--- src/rtl/dht_pkg.sv ---
// Shared definitions for the DHT sensor path: controller state encoding,
// 40-bit frame field positions and default timing constants.
package dht_pkg;

   typedef enum logic [3:0] {
      ST_IDLE  = 4'b0001,
      ST_START = 4'b0010,
      ST_WAIT  = 4'b0100,
      ST_GUARD = 4'b1000
   } state_t;

   localparam int FRAME_W  = 40;
   localparam int HUM_MSB  = 39;
   localparam int HUM_LSB  = 24;
   localparam int TEMP_MSB = 23;
   localparam int TEMP_LSB = 8;
   localparam int CSUM_MSB = 7;
   localparam int CSUM_LSB = 0;

   localparam int DEF_PERIOD_CYC  = 200000000;
   localparam int DEF_GUARD_CYC   = 100000000;
   localparam int DEF_TIMEOUT_CYC = 10000000;
   localparam int DEF_MAX_RETRY   = 3;

   // Counter width able to hold 0..n-1, never narrower than one bit.
   function automatic int cnt_w(input int n);
      return (n < 2) ? 1 : $clog2(n);
   endfunction

   function automatic logic [15:0] frame_humidity(input logic [FRAME_W-1:0] frame);
      return frame[HUM_MSB:HUM_LSB];
   endfunction

   function automatic logic [15:0] frame_temperature(input logic [FRAME_W-1:0] frame);
      return frame[TEMP_MSB:TEMP_LSB];
   endfunction

endpackage

--- src/rtl/dht_interval_timer.sv ---
// Loadable down-counter: load presets CYC-1, run counts toward zero and stops
// there; done flags the terminal cycle while running.
module dht_interval_timer
   import dht_pkg::*;
#(
   parameter int CYC = DEF_GUARD_CYC
) (
   input  logic clk,
   input  logic rst,
   input  logic load,
   input  logic run,
   output logic done
);

   localparam int W = cnt_w(CYC);
   localparam logic [W-1:0] LOAD_VAL = W'(CYC - 1);

   logic [W-1:0] count;

   always_ff @(posedge clk or negedge rst) begin
      if (!rst) begin
         count <= '0;
      end else if (load) begin
         count <= LOAD_VAL;
      end else if (run && (count != '0)) begin
         count <= count - W'(1);
      end
   end

   assign done = run && (count == '0);

endmodule

--- src/rtl/dht_poll_ctrl.sv ---
// DHT sensor poll controller: starts reads on host request or periodic tick,
// retries failed reads after a guard interval and holds the last good sample.
module dht_poll_ctrl
   import dht_pkg::*;
#(
   parameter int PERIOD_CYC  = DEF_PERIOD_CYC,
   parameter int GUARD_CYC   = DEF_GUARD_CYC,
   parameter int TIMEOUT_CYC = DEF_TIMEOUT_CYC,
   parameter int MAX_RETRY   = DEF_MAX_RETRY
) (
   input  logic        clk,
   input  logic        rst,
   input  logic        enable,
   input  logic        req,
   output logic        sensor_start,
   input  logic        sensor_ready,
   input  logic        sensor_error,
   input  logic [39:0] sensor_data,
   output logic [15:0] humidity,
   output logic [15:0] temperature,
   output logic        valid,
   output logic        fail,
   output logic        busy
);

   localparam int RETRY_W = cnt_w(MAX_RETRY + 1);
   localparam logic [RETRY_W-1:0] RETRY_LAST = RETRY_W'(MAX_RETRY);

   state_t state, state_nxt;
   logic period_done, guard_done, timeout_done;
   logic trigger, pending;
   logic good_p0, bad_p0;
   logic [RETRY_W-1:0] retry_cnt;
   logic frame_unused;

   // Out of reset the period counter sits at zero; it is preset on the first
   // disabled cycle, so the first tick comes PERIOD_CYC cycles after enable rises.
   dht_interval_timer #(.CYC(PERIOD_CYC)) u_period (
      .clk  (clk),
      .rst  (rst),
      .load (!enable || period_done),
      .run  (enable),
      .done (period_done)
   );

   dht_interval_timer #(.CYC(GUARD_CYC)) u_guard (
      .clk  (clk),
      .rst  (rst),
      .load (state == ST_WAIT),
      .run  (state == ST_GUARD),
      .done (guard_done)
   );

   dht_interval_timer #(.CYC(TIMEOUT_CYC)) u_timeout (
      .clk  (clk),
      .rst  (rst),
      .load (state == ST_START),
      .run  (state == ST_WAIT),
      .done (timeout_done)
   );

   assign trigger      = req || period_done;
   assign frame_unused = ^sensor_data[CSUM_MSB:CSUM_LSB];

   // A ready strobe beats a timeout landing on the same WAIT cycle.
   assign good_p0 = (state == ST_WAIT) && sensor_ready && !sensor_error;
   assign bad_p0  = (state == ST_WAIT) &&
                    ((sensor_ready && sensor_error) || (!sensor_ready && timeout_done));

   always_comb begin
      state_nxt = state;
      case (state)
         ST_IDLE:  if (trigger || pending) state_nxt = ST_START;
         ST_START: state_nxt = ST_WAIT;
         ST_WAIT:  if (sensor_ready || timeout_done) state_nxt = ST_GUARD;
         ST_GUARD: if (guard_done) state_nxt = (retry_cnt != '0) ? ST_START : ST_IDLE;
         default:  state_nxt = ST_IDLE;
      endcase
   end

   // Retry owed is simply a non-zero retry count while in GUARD.
   always_ff @(posedge clk or negedge rst) begin
      if (!rst) begin
         state     <= ST_IDLE;
         pending   <= 1'b0;
         retry_cnt <= '0;
         fail      <= 1'b0;
         valid     <= 1'b0;
      end else begin
         state <= state_nxt;
         valid <= good_p0;
         if (trigger && (state != ST_IDLE)) begin
            pending <= 1'b1;
         end else if ((state == ST_IDLE) && (state_nxt == ST_START)) begin
            pending <= 1'b0;
         end
         if (good_p0) begin
            retry_cnt <= '0;
            fail      <= 1'b0;
         end else if (bad_p0) begin
            if (retry_cnt == RETRY_LAST) begin
               retry_cnt <= '0;
               fail      <= 1'b1;
            end else begin
               retry_cnt <= retry_cnt + RETRY_W'(1);
            end
         end
      end
   end

   always_ff @(posedge clk or negedge rst) begin
      if (!rst) begin
         humidity    <= '0;
         temperature <= '0;
      end else if (good_p0) begin
         humidity    <= frame_humidity(sensor_data);
         temperature <= frame_temperature(sensor_data);
      end
   end

   assign sensor_start = (state == ST_START);
   assign busy         = (state != ST_IDLE);

endmodule

--- config.mk ---
export PLATFORM = sky130hd
export DESIGN_NAME = dht_poll_ctrl
export DESIGN_NICKNAME = d
export VERILOG_FILES = /design/src/rtl/dht_pkg.sv /design/src/rtl/dht_interval_timer.sv /design/src/rtl/dht_poll_ctrl.sv
export SDC_FILE = /design/constraint.sdc
export NUM_CORES = 1
export LEC_CHECK = 0
export BUFFER_PORTS_ARGS = -buffer_cell sky130_fd_sc_hd__buf_2
export CAP_MARGIN = 10
export CORE_ASPECT_RATIO = 2
export CORE_UTILIZATION = 50
export DETAILED_ROUTE_END_ITERATION = 16
export PLACE_DENSITY = 0.7
export SLEW_MARGIN = 10
export SYNTH_ARGS = -nofsm -noshare
export SYNTH_HDL_FRONTEND = slang
export SYNTH_HIERARCHICAL = 1
export SYNTH_SLANG_ARGS = --single-unit
--- constraint.sdc ---
create_clock -name clk -period 3.5 [get_ports clk]
set_clock_uncertainty 0.2 [all_clocks]
set_input_delay 0.175 -clock clk [delete_from_list [all_inputs] [get_ports clk]]
set_output_delay 0.175 -clock clk [all_outputs]
set_load 0.01 [all_outputs]
Word level (Yosys, flattened, before mapping). Cells that the tools add are included.

Output and inout bits: 36. Input port bits: 46. Bits in registers: 120. Logic and storage cells: 75.

Reductions and logical operators: 35. Muxes and demuxes: 19. Eq/ne operators: 7. $add $sub $neg: 4.

Operator list (count): two-way mux 28 bit (2); two-way mux 27 bit (2); two-way mux 24 bit (2); logical NOT 28 bit (1); nonzero test 28 bit (1); subtractor 28 x 1 -> 28 bit (second input constant) (1); logical NOT 27 bit (1); nonzero test 27 bit (1); subtractor 27 x 1 -> 27 bit (second input constant) (1); logical NOT 24 bit (1); nonzero test 24 bit (1); subtractor 24 x 1 -> 24 bit (second input constant) (1); one-hot mux 4 bit (4 select lines) (1); nonzero test 2 bit (7); logical AND 1 bit (13); two-way mux 4 bit (3); equality test 4 x 2 -> 1 bit (second input constant) (2); two-way mux 2 bit (4); logical OR 1 bit (5); two-way mux 1 bit (5); equality test 4 x 1 -> 1 bit (second input constant) (1); equality test 4 x 3 -> 1 bit (second input constant) (1); equality test 4 bit (second input constant) (1); != test 4 x 1 -> 1 bit (second input constant) (1); other kinds (4) (6).

Depth between registers and ports, before layout.
Depth after elaboration: 10. Gate-level depth with buffers: 9. Gate-level depth less buffers: 9.

Modules after synthesis. The synthesis kept the hierarchy.

Modules (own cells, without submodules): dht_poll_ctrl (area an instance 1760.4 um^2, sequential area each 1027.2 um^2, cells an instance 107, instances 1); dht_interval_timer (u_period) (area an instance 1670.4 um^2, sequential area each 700.7 um^2, cells an instance 171, instances 1); dht_interval_timer (u_guard) (area an instance 1577.8 um^2, sequential area each 675.6 um^2, cells an instance 158, instances 1); dht_interval_timer (u_timeout) (area an instance 1555.2 um^2, sequential area each 600.6 um^2, cells an instance 168, instances 1).

Least setup slack after synthesis. OpenSTA, ideal clock, no wires.

Path kind: reg2reg. Start point: reg state[2]. End point: reg u_guard.count[24]. Path slack: 0.646 ns. Setup time: 0.131 ns. Data arrival time: 2.522 ns. Cell stages (with the launch flop): 8. Path through: dfrtp_1 or4b_2 inv_1 and4bb_2 nand2_2 or3_4 o31a_1 or3_1.

Word-level cells in the longest chain between the ends: 3. Elaborated cells on any way between the ends: 5.

Ends and longest elaborated chain: start: declaration (RTL line dht_poll_ctrl.sv:29) `state_t state, state_nxt;`; start signal: assignment (RTL line dht_poll_ctrl.sv:90) `state <= state_nxt;`; equality test 4 bit (RTL line dht_poll_ctrl.sv:50) `.run (state == ST_GUARD),`; logical AND 1 bit (RTL line dht_interval_timer.sv:25) `end else if (run && (count != '0)) begin`; nonzero test 2 bit (no line); end signal: assignment (RTL line dht_interval_timer.sv:26) `count <= count - W'(1);`; end: declaration (RTL line dht_interval_timer.sv:18) `logic [W-1:0] count;`.

Several ways; a longest one is shown, not always the timed one. A chain may end at the register's enable or synchronous reset.

Worst setup path after layout.
Start point: reg state[2]. End point: reg u_guard.count[21].

Same word-level chain as after synthesis.

==> metrics <==
Max VDD drop=between 0.4 and 0.5 mV; routed wl met2=8930 um; layout cells sized above 1=between 20% and 30%; vias in the first global route=5527; largest net degree at the start of global routing=between 60 and 70; Netlist cell types=74; number of enable flip-flop cells after synthesis=0; Fillers=between 900 and 1000; Max clock buf depth=2; final instance area=about 0.008 mm^2; Multi-input gate area=roughly 0.0034 mm^2; Mapped Nets=around 660; placement row count=58; synth top area cells=dfrtp_1 45%, mux2_4 6.6%, nor2_1 3.5%; number of routed nets with antenna violations=0; status=complete, no violations; via/cell ratio=just under 6; post-placement cell area=slightly above 0.007 mm^2; detailed router's first-iteration violation count=355; clock root buffer=clkbuf_16; synth warn=6; Slew @ Worst Pin=around 830 ps; Final setup viols=0; Worst setup SP type=register; Fmax achieved=between 300 and 400 MHz; Rel. slew slack=44.4%; Routed met1 length=approximately 5700 um; Setup TNS Final=0 ps; GRT Total Usage=23.9%; CTS Buf Count=17; Sequential Area=0.00300 mm^2; Nets=about 770; die area=between 0.01 and 0.015 mm^2; final hold violation count=0; vias=around 5200; Leakage=3.42 nW; CTS tree=done; cts repair resizes=0; Mapped Avg Cell Area=approximately 11 um^2; Placer Congestion=between 0.8 and 0.9; postcts setup bufs=0; Syn Inst Count=just over 600; Primary FF master, synth=dfrtp_1; I/O pin count=just over 80; Worst path max stage delay=720 ps; initial antenna violation count=0; GRT overflow=0; post-synthesis sequential area ratio=between 40% and 50%; clock net sink count=120; Post-Syn Area=0.00656 mm^2; Wirelength per Cell=17.7 um; input/output buffers=73; Seq cells post-synth=120; area of the core=about 0.013 mm^2; area share of the largest cell type after synthesis=between 40% and 50%; final worst path period need=roughly 3200 ps; Crit Path Category=register to register; Finished Core Util=63.0%; highest routed metal layer=met4; worst path cell trace=or4b_2 -> inv_1 -> nor3b_1 -> and4_1 -> o211ai_2 -> o21ai_0 -> or3b_2; setup repair after global routing missed its margin=false; Routed met3 length=around 430 um; H-tree level count=4; Crit-path slowest cell=or4b_2; initial core utilization=51.7%; first-pass GRT wire length=around 26000 um; die height=~160 um; Worst-path clk slew=~60 ps; WP data arrival=3270 ps; # DRC=0; Yosys top cell by area=dfrtp_1; HPWL Detailed=around 10000 um; DR pass1 iterations=5; routed wire length=~16000 um; Die X=roughly 83 um; hold_buf cts=36; Area growth syn-to-layout=21.9%; Crit Path Max Fanout=7; max-capacitance violation count=0; final-report max-slew violation count=0; asr flop ratio synth=100%; post-route clock period utilization=91.1%; Skew-Pair Late Insertion Delay=420 ps; CP endpoint kind=register; PwrDens=621 mW/mm^2; worst min path class=primary input to register; critical path data required time=roughly 3600 ps
==> cells in the final DEF, fill, tap and decap left out, types with 16 or more instances in the layout <==
master | netlist | layout
mux2_4 | 29 | 29
nor4_1 | 23 | 23
nor2_1 | 62 | 62
a21oi_1 | 21 | 21
clkbuf_16 | 0 | 17
nor2b_1 | 21 | 21
dfrtp_1 | 119 | 119
mux2i_1 | 16 | 16
dlygate4sd3_1 | 0 | 36
nand2b_1 | 19 | 19
nor3_1 | 18 | 18
nand2_1 | 17 | 17
buf_2 | 1 | 72
or3_1 | 22 | 22
==> layer usage <==
metal	global-route usage [%]	vias to the layer above
met5	0	-
met4	13.8	0
met3	4.32	44
met2	45.1	136
met1	24.4	2605
li1	-	2454
==> flip-flops by register name, summed over array words and instances, names as in the netlist <==
name	flops
humidity	16
u_period/count	28
state	4
fail	1
valid	1
retry_cnt	2
temperature	16
pending	1
u_guard/count	27
u_timeout/count	24
==> worst paths after layout <==
kind	from	end	slack [ps]	depth (start not counted)
worst min register to register	u_guard/count[26]$_DFFE_PN0P_	u_guard/count[26]$_DFFE_PN0P_	290	1
worst min-delay path	sensor_error	retry_cnt[1]$_DFFE_PN0P_	50	4
max in group asynchronous	rst	state[0]$_DFF_PN1_	2040	3
worst max register to register	state[2]$_DFF_PN0_	u_guard/count[21]$_DFFE_PN0P_	310	7
worst max-delay path	state[2]$_DFF_PN0_	u_guard/count[21]$_DFFE_PN0P_	310	7
min in group asynchronous	rst	u_guard/count[12]$_DFFE_PN0P_	210	2
==> cell families after synthesis <==
family	count (synthesis)	synth area share [%]
xor gates and xnor gates	23	3.07
buffers and inverters	38	2.76
muxes	56	11.0
DFF	120	45.8
AOI/OAI and AO/OA	87	9.36
and+or+nand+nor	273	26.7
adders and majority gates	7	1.33
==> worst max-delay path, delay by kind of cell (launching register included) <==
family / cells / cell delay [ps]
simple gates: 4 / 1900
compound gates: 2 / 360
buf+inv: 1 / 200
flops: 1 / 410
==> layout make-up <==
class / count / area share [%]
diodes: 1 / 0.0313
clock buffers: 18 / 5.49
flip-flops and latches: 120 / 37.6
multi-input cells: 446 / 42.3
inverters: 15 / 0.704
well taps: 150 / 2.35
repair buffers: 115 / 9.82
clock inverters: 14 / 1.74
==> Yosys cell counts, drive strengths merged (2+ instances only) <==
master  count
a31o        2
nor2       62
xor2        8
xnor2      15
ha          7
a21o        3
a21oi      21
o21a        2
o31ai       9
nor4       29
nor2b      21
nand2      20
nand4b      2
nand4       9
o31a        7
or4        11
nor3b       5
clkbuf     15
a211o       3
o211ai      7
or3        24
o21bai      3
or3b        4
and3        6
o41ai       4
inv        15
a211oi      7
nor3       21
mux2i      16
buf         8
nand3       8
a311oi      2
or4b        6
o21ai      12
nand3b      5
nand2b     20
mux2       40
or2         6
nor4b       6
dfrtp     119
and4        3
==> where the power goes <==
part / internal [W] / switching (W)
logic: 0.000651 / 0.000573
clock network: 0.00101 / 0.000679
registers: 0.00174 / 0.000314
total: 0.00340 / 0.00157
==> stage by stage <==
step	total power, W	std cells	hold slack, ps	setup WS [ps]
final	0.00497	879	48.7	312
after global routing	0.00522	878	113	149
after CTS	0.00500	878	29.1	354
after global placement	0.00316	810	117	412
after floorplan	0.00280	604	-321	646
after detailed placement	0.00325	810	125	353
Note: power is estimated with default switching activity, not from simulation.
